<file path="src/rtl/fc_vector_feeder.sv">
// -----------------------------------------------------------------------------
// fc_vector_feeder
//
// Host-side driver for a streaming fully connected layer. The host loads an
// N-word input vector, then pulses start. The block streams the vector to the
// layer input port, collects M results from the layer output port into a
// result buffer, and pulses done when the run is finished.
//
// Optional feature macro: FEEDER_TIMEOUT_EN
//   defined   : an idle counter runs in RECV; after TIMEOUT cycles without a
//               result word the run is aborted with err=1 and done still pulses.
//   undefined : RECV waits indefinitely for M words; err is tied to 0.
//
// Ports
//   clk         in   rising-edge clock
//   reset       in   asynchronous, active-high reset
//   load_wr_en  in   vector write strobe (honoured in IDLE only)
//   load_addr   in   vector word index
//   load_data   in   signed vector word
//   start       in   begin a run (honoured in IDLE only)
//   busy        out  high in SEND and RECV
//   done        out  one-cycle pulse at end of run
//   err         out  sticky timeout flag, cleared by the next accepted start
//   s_valid     out  to layer input_valid
//   s_ready     in   from layer input_ready
//   s_data      out  to layer input_data (0 outside SEND)
//   r_valid     in   from layer output_valid
//   r_ready     out  to layer output_ready (high throughout RECV)
//   r_data      in   from layer output_data
//   rd_addr     in   result buffer read index
//   rd_data     out  registered result word, 1-cycle latency from rd_addr
// -----------------------------------------------------------------------------
module fc_vector_feeder #(
  parameter int M       = 16,
  parameter int N       = 8,
  parameter int T       = 16,
  parameter int TIMEOUT = 1024
) (
  input  logic                    clk,
  input  logic                    reset,
  input  logic                    load_wr_en,
  input  logic [$clog2(N)-1:0]    load_addr,
  input  logic signed [T-1:0]     load_data,
  input  logic                    start,
  output logic                    busy,
  output logic                    done,
  output logic                    err,
  output logic                    s_valid,
  input  logic                    s_ready,
  output logic signed [T-1:0]     s_data,
  input  logic                    r_valid,
  output logic                    r_ready,
  input  logic signed [T-1:0]     r_data,
  input  logic [$clog2(M)-1:0]    rd_addr,
  output logic signed [T-1:0]     rd_data
);

  localparam int NW = $clog2(N);
  localparam int MW = $clog2(M);

  // Terminal counts: the transfer at these indices ends the phase, so the
  // counters never need to wrap within a run.
  localparam logic [NW-1:0] SEND_LAST = NW'(N - 1);
  localparam logic [MW-1:0] RECV_LAST = MW'(M - 1);

  // Counter widths derive from $clog2, so single-entry buffers or a zero
  // timeout would collapse them to nothing; reject those at elaboration.
  if (N < 2 || M < 2 || TIMEOUT < 1) begin : g_bad_params
    $error("fc_vector_feeder: N and M must be >= 2 and TIMEOUT >= 1");
  end

  typedef enum logic [1:0] {
    S_IDLE = 2'd0,
    S_SEND = 2'd1,
    S_RECV = 2'd2,
    S_DONE = 2'd3
  } state_t;

  state_t                  state_q, state_d;
  logic [NW-1:0]           send_cnt_q, send_cnt_d;
  logic [MW-1:0]           recv_cnt_q, recv_cnt_d;
  logic signed [T-1:0]     vec_q [N];
  logic signed [T-1:0]     res_q [M];
  logic signed [T-1:0]     rd_data_q;

  logic                    vec_we_s;
  logic                    s_xfer_s;
  logic                    r_xfer_s;

`ifdef FEEDER_TIMEOUT_EN
  localparam int IW = (TIMEOUT > 2) ? $clog2(TIMEOUT) : 1;
  // idle_cnt_q counts consecutive RECV cycles without a result word; the run
  // aborts on the edge where it would reach TIMEOUT.
  localparam logic [IW-1:0] IDLE_LAST = IW'(TIMEOUT - 1);

  logic [IW-1:0]           idle_cnt_q, idle_cnt_d;
  logic                    err_q, err_d;
`endif

  // The vector is only writable while idle, so it is stable during a run.
  assign vec_we_s = (state_q == S_IDLE) && load_wr_en;
  assign s_xfer_s = s_valid && s_ready;
  assign r_xfer_s = r_valid && r_ready;

  // Port decodes of the registered state; data path muxes the current word.
  always_comb begin
    busy    = 1'b0;
    done    = 1'b0;
    s_valid = 1'b0;
    r_ready = 1'b0;
    s_data  = {T{1'b0}};
    case (state_q)
      S_IDLE: begin
        busy = 1'b0;
      end
      S_SEND: begin
        busy    = 1'b1;
        s_valid = 1'b1;
        s_data  = vec_q[send_cnt_q];
      end
      S_RECV: begin
        busy    = 1'b1;
        r_ready = 1'b1;
      end
      S_DONE: begin
        done = 1'b1;
      end
      default: begin
        busy = 1'b0;
      end
    endcase
  end

  assign rd_data = rd_data_q;

`ifdef FEEDER_TIMEOUT_EN
  assign err = err_q;
`else
  assign err = 1'b0;
`endif

  // Next-state and counter logic for the IDLE/SEND/RECV/DONE sequencer.
  always_comb begin
    state_d    = state_q;
    send_cnt_d = send_cnt_q;
    recv_cnt_d = recv_cnt_q;
`ifdef FEEDER_TIMEOUT_EN
    idle_cnt_d = idle_cnt_q;
    err_d      = err_q;
`endif
    case (state_q)
      S_IDLE: begin
        if (start) begin
          state_d    = S_SEND;
          send_cnt_d = {NW{1'b0}};
          recv_cnt_d = {MW{1'b0}};
`ifdef FEEDER_TIMEOUT_EN
          idle_cnt_d = {IW{1'b0}};
          err_d      = 1'b0;
`endif
        end else begin
          state_d = S_IDLE;
        end
      end
      S_SEND: begin
        if (s_xfer_s) begin
          if (send_cnt_q == SEND_LAST) begin
            state_d = S_RECV;
          end else begin
            send_cnt_d = send_cnt_q + NW'(1);
          end
        end else begin
          state_d = S_SEND;
        end
      end
      S_RECV: begin
        if (r_xfer_s) begin
          if (recv_cnt_q == RECV_LAST) begin
            state_d = S_DONE;
          end else begin
            recv_cnt_d = recv_cnt_q + MW'(1);
          end
`ifdef FEEDER_TIMEOUT_EN
          idle_cnt_d = {IW{1'b0}};
        end else if (idle_cnt_q == IDLE_LAST) begin
          // Layer went quiet: abort, flag it, and still signal completion.
          err_d   = 1'b1;
          state_d = S_DONE;
        end else begin
          idle_cnt_d = idle_cnt_q + IW'(1);
        end
`else
        end else begin
          state_d = S_RECV;
        end
`endif
      end
      S_DONE: begin
        state_d = S_IDLE;
      end
      default: begin
        state_d = S_IDLE;
      end
    endcase
  end

  // Sequencer state and run counters.
  always_ff @(posedge clk or posedge reset) begin
    if (reset) begin
      state_q    <= S_IDLE;
      send_cnt_q <= {NW{1'b0}};
      recv_cnt_q <= {MW{1'b0}};
    end else begin
      state_q    <= state_d;
      send_cnt_q <= send_cnt_d;
      recv_cnt_q <= recv_cnt_d;
    end
  end

`ifdef FEEDER_TIMEOUT_EN
  // RECV idle counter and sticky timeout flag.
  always_ff @(posedge clk or posedge reset) begin
    if (reset) begin
      idle_cnt_q <= {IW{1'b0}};
      err_q      <= 1'b0;
    end else begin
      idle_cnt_q <= idle_cnt_d;
      err_q      <= err_d;
    end
  end
`endif

  // Input vector storage; a write coinciding with start is committed first
  // and therefore streamed.
  always_ff @(posedge clk or posedge reset) begin
    if (reset) begin
      for (int i = 0; i < N; i++) begin
        vec_q[i] <= {T{1'b0}};
      end
    end else if (vec_we_s) begin
      vec_q[load_addr] <= load_data;
    end
  end

  // Result buffer; only words accepted during RECV are captured.
  always_ff @(posedge clk or posedge reset) begin
    if (reset) begin
      for (int i = 0; i < M; i++) begin
        res_q[i] <= {T{1'b0}};
      end
    end else if (r_xfer_s) begin
      res_q[recv_cnt_q] <= r_data;
    end
  end

  // Registered read port, active in every state (old contents until written).
  always_ff @(posedge clk or posedge reset) begin
    if (reset) begin
      rd_data_q <= {T{1'b0}};
    end else begin
      rd_data_q <= res_q[rd_addr];
    end
  end

endmodule

</file>
<file path="config.mk">
export PLATFORM = sky130hd
export DESIGN_NAME = fc_vector_feeder
export DESIGN_NICKNAME = d
export VERILOG_FILES = /design/src/rtl/fc_vector_feeder.sv
export SDC_FILE = /design/constraint.sdc
export NUM_CORES = 1
export LEC_CHECK = 0
export ABC_CLOCK_PERIOD_IN_PS = 18980
export CAP_MARGIN = 20
export CORE_UTILIZATION = 40
export CTS_CLUSTER_SIZE = 8
export DETAILED_ROUTE_END_ITERATION = 12
export PLACE_DENSITY = 0.54
export SYNTH_ARGS = -nofsm -noshare
export SYNTH_HDL_FRONTEND = slang
export SYNTH_SLANG_ARGS = --single-unit
</file>
<file path="constraint.sdc">
create_clock -name clk -period 18.98 [get_ports clk]
set_input_delay 2.847 -clock clk [delete_from_list [all_inputs] [get_ports clk]]
set_output_delay 2.847 -clock clk [all_outputs]
set_load 0.05 [all_outputs]
</file>
==> results.toml <==
[status]
outcome = "complete, no violations"

[grt]
grt-ovfl-total = 0
grt_max_degree = 121
grt.total_usage = 0.193
grt_antenna_before_repair = 1
grt_pass1_wl_um = 68300
grt_pass1_vias = 10936

[synthesis]
postSynthCellCount = 1169
async_reset_ff_frac = 1.00
synth_edf_count = 0
synth_seq_area_share = 0.557
synth_warnings = 0
syn_avg_cell_area_sq_um = 15.7
synth_nets = 1226
syn_area_sq_um = 18400
dominantRegCellSynth = "dfrtp_1"
ys_seq_elements = 409
synth.distinct_cells = 40

[floorplan]
die_w_um = 216
die_height_um = 216
design.die.area_sq_um = 46800
start_util = 0.405
coreArea_sq_um = 45400
io_pins = 82
rows = 78

[power_and_ir_drop]
p_leak_nw = 9.61
p_per_area_nw_per_um2 = 128
irDropWorstVdd_v = 0.000113
power_mw = 2.74

[clock_tree]
htreeDepth = 2
numCtsBuffers = 57
postCtsHoldBufs = 0
post_cts_resized = 0
clock_path_buffers = 3
cts_sinks = 409
cts_root_buffer = "clkbuf_16"
worstSkewPairLatency_ns = 0.59
path_clk_slew_ns = 0.05
cts_tree = "yes"
cts_setup_buffers = 0

[placement]
placed_area_sq_um = 19800
port_buffers = 80
gp_congestion = 0.721
dpl.hpwl_um = 24800

[timing]
hold_violations = 0
fin_hold_ws_ns = 0.498
worstMarginPinSlew_ns = 1.11
slew_viol_final = 0
finalCritPeriodShare = 0.323
max_freq_ghz = 0.163
skew_ns = 0.0207
tns_ns = 0
post-route-min-period_ns = 6.13
grt_setup_unrepaired = "false"
slew-limit-headroom = 0.259
setup_viol = 0

[cells_and_area]
antenna_cells = 0
drive_gt1_frac = 0.476
fin_nets = 1313
fin_area_sq_um = 21300
syn_to_final_growth_pct = 15.9
postLayoutCoreUtil = 0.470

[drt]
finalWirelength_um = 43200
remaining_drc_errors = 0
vias = 10203
viasPerCell = 5.49
drt_iter0_markers = 572
firstDrtPassIters = 4
antenna_left = 0
wire_per_inst_um = 23.3

[worst_hold_path]
hold_path_class = "flip-flop to flip-flop"
hold_start = "res_q[159]"

[critical_path]
arrival_ns = 3.28
worstSetupPathType = "flip-flop to output pin"
crit_chain = "inv_1, ha_1, a21boi_0, clkdlybuf4s50_1"
crit_path_start_kind = "flip-flop"
critPathTopFamily = "buffers and inverters"
critPathBufInv = 2
critPathMaxFanout = 19
cpPeakStageDelay_ns = 0.90
crit_path_top_delay_cell = "clkdlybuf4s50_1"
worstPathRequired_ns = 16.13
worstReg2RegStart = "state_q[0]"
end_kind = "output pin"

[job]
cap_violations = 0
-- logic make-up (layout without fill, tap and decap cells) --
kind of cell	Yosys count	in the layout	synth area share
adders and majority gates	12	12	0.00816
AOI/OAI and AO/OA	61	61	0.0249
and+or+nand+nor	107	107	0.0284
buffers and inverters	92	182	0.0252
muxes	487	487	0.357
DFF	409	409	0.557
other	1	1	0.000204
-- worst paths after layout --
path / cells after the start / slack (ns) / endpoint
worst max-delay path: 4 / 12.85 / s_data[8]
worst min-delay path: 1 / 0.50 / res_q[159]
worst max register to register: 6 / 16.35 / res_q[164]
worst min register to register: 1 / 0.50 / res_q[159]
max in group asynchronous: 4 / 13.72 / res_q[89]
min in group asynchronous: 2 / 2.82 / rd_data[11]
-- worst reg2reg max path: cells and delay by family, from the launching register on --
family                   cells  cell delay [ns]
flip-flops                   1             0.43
AND/OR/NAND/NOR              2             0.88
buffers and inverters        2             0.49
adder cells (fa/ha/maj)      1             0.33
multiplexers                 1             0.36
-- synthesized netlist by cell type (all sizes together), types with 8 or more instances --
cell type,n,share of area
a21boi,17,0.0069
mux4,96,0.12
nand2b,10,0.0034
inv,8,0.0016
nand2,57,0.012
nor2,19,0.0054
dfrtp,409,0.56
buf,45,0.016
mux2,385,0.24
a22oi,32,0.013
clkbuf,38,0.0078
ha,12,0.0082
-- sequential cells by signal, indices dropped and copies added (netlist names), named ones only --
name and flops:
res_q 256, vec_q 128, rd_data 16, recv_cnt_q 4, send_cnt_q 3, state_q 1
-- placed cells by master (no fill, tap or decap), drive strengths merged, types with 8 or more instances in the layout --
cell type and n:
a21boi 17, a22oi 32, buf 33, clkbuf 60
clkdlybuf4s50 78, dfrtp 409, ha 12, inv 8
mux2 385, mux4 96, nand2 57, nand2b 10
nor2 19
-- metrics by stage --
| stage | cells | worst slack [ns] |
|---|---|---|
| 5_1_grt | 1859 | 12.71 |
| 2_1_floorplan | 1169 | 4.75 |
| 4_1_cts | 1857 | 12.77 |
| 3_5_place_dp | 1795 | 12.97 |
| 6_report | 1859 | 12.85 |
| 3_3_place_gp | 1795 | 12.97 |
-- metal layers --
metal	GRT usage	vias to the layer above	wire length [um]
li1	-	4490	-
met1	0.255	5506	19100
met2	0.326	151	21900
met3	0.0307	56	1440
met4	0.0575	0	763
met5	0	-	0
-- cell type report --
cell class | instances | area, sq um
Inverter | 9 | 41.3
Clock inverter | 2 | 25.0
Clock buffer | 60 | 1460
Timing Repair Buffer | 111 | 1050
Fill cell | 3997 | 24100
Tap cell | 600 | 751
Multi-Input combinational cell | 668 | 7740
Sequential cell | 409 | 10200
-- report_power, final --
group          total [mW]  switching (mW)  internal, mW
sequential           1.17          0.0956          1.08
combinational       0.682           0.326         0.357
clock               0.883           0.352         0.531
Note: power is estimated with default switching activity, not from simulation.
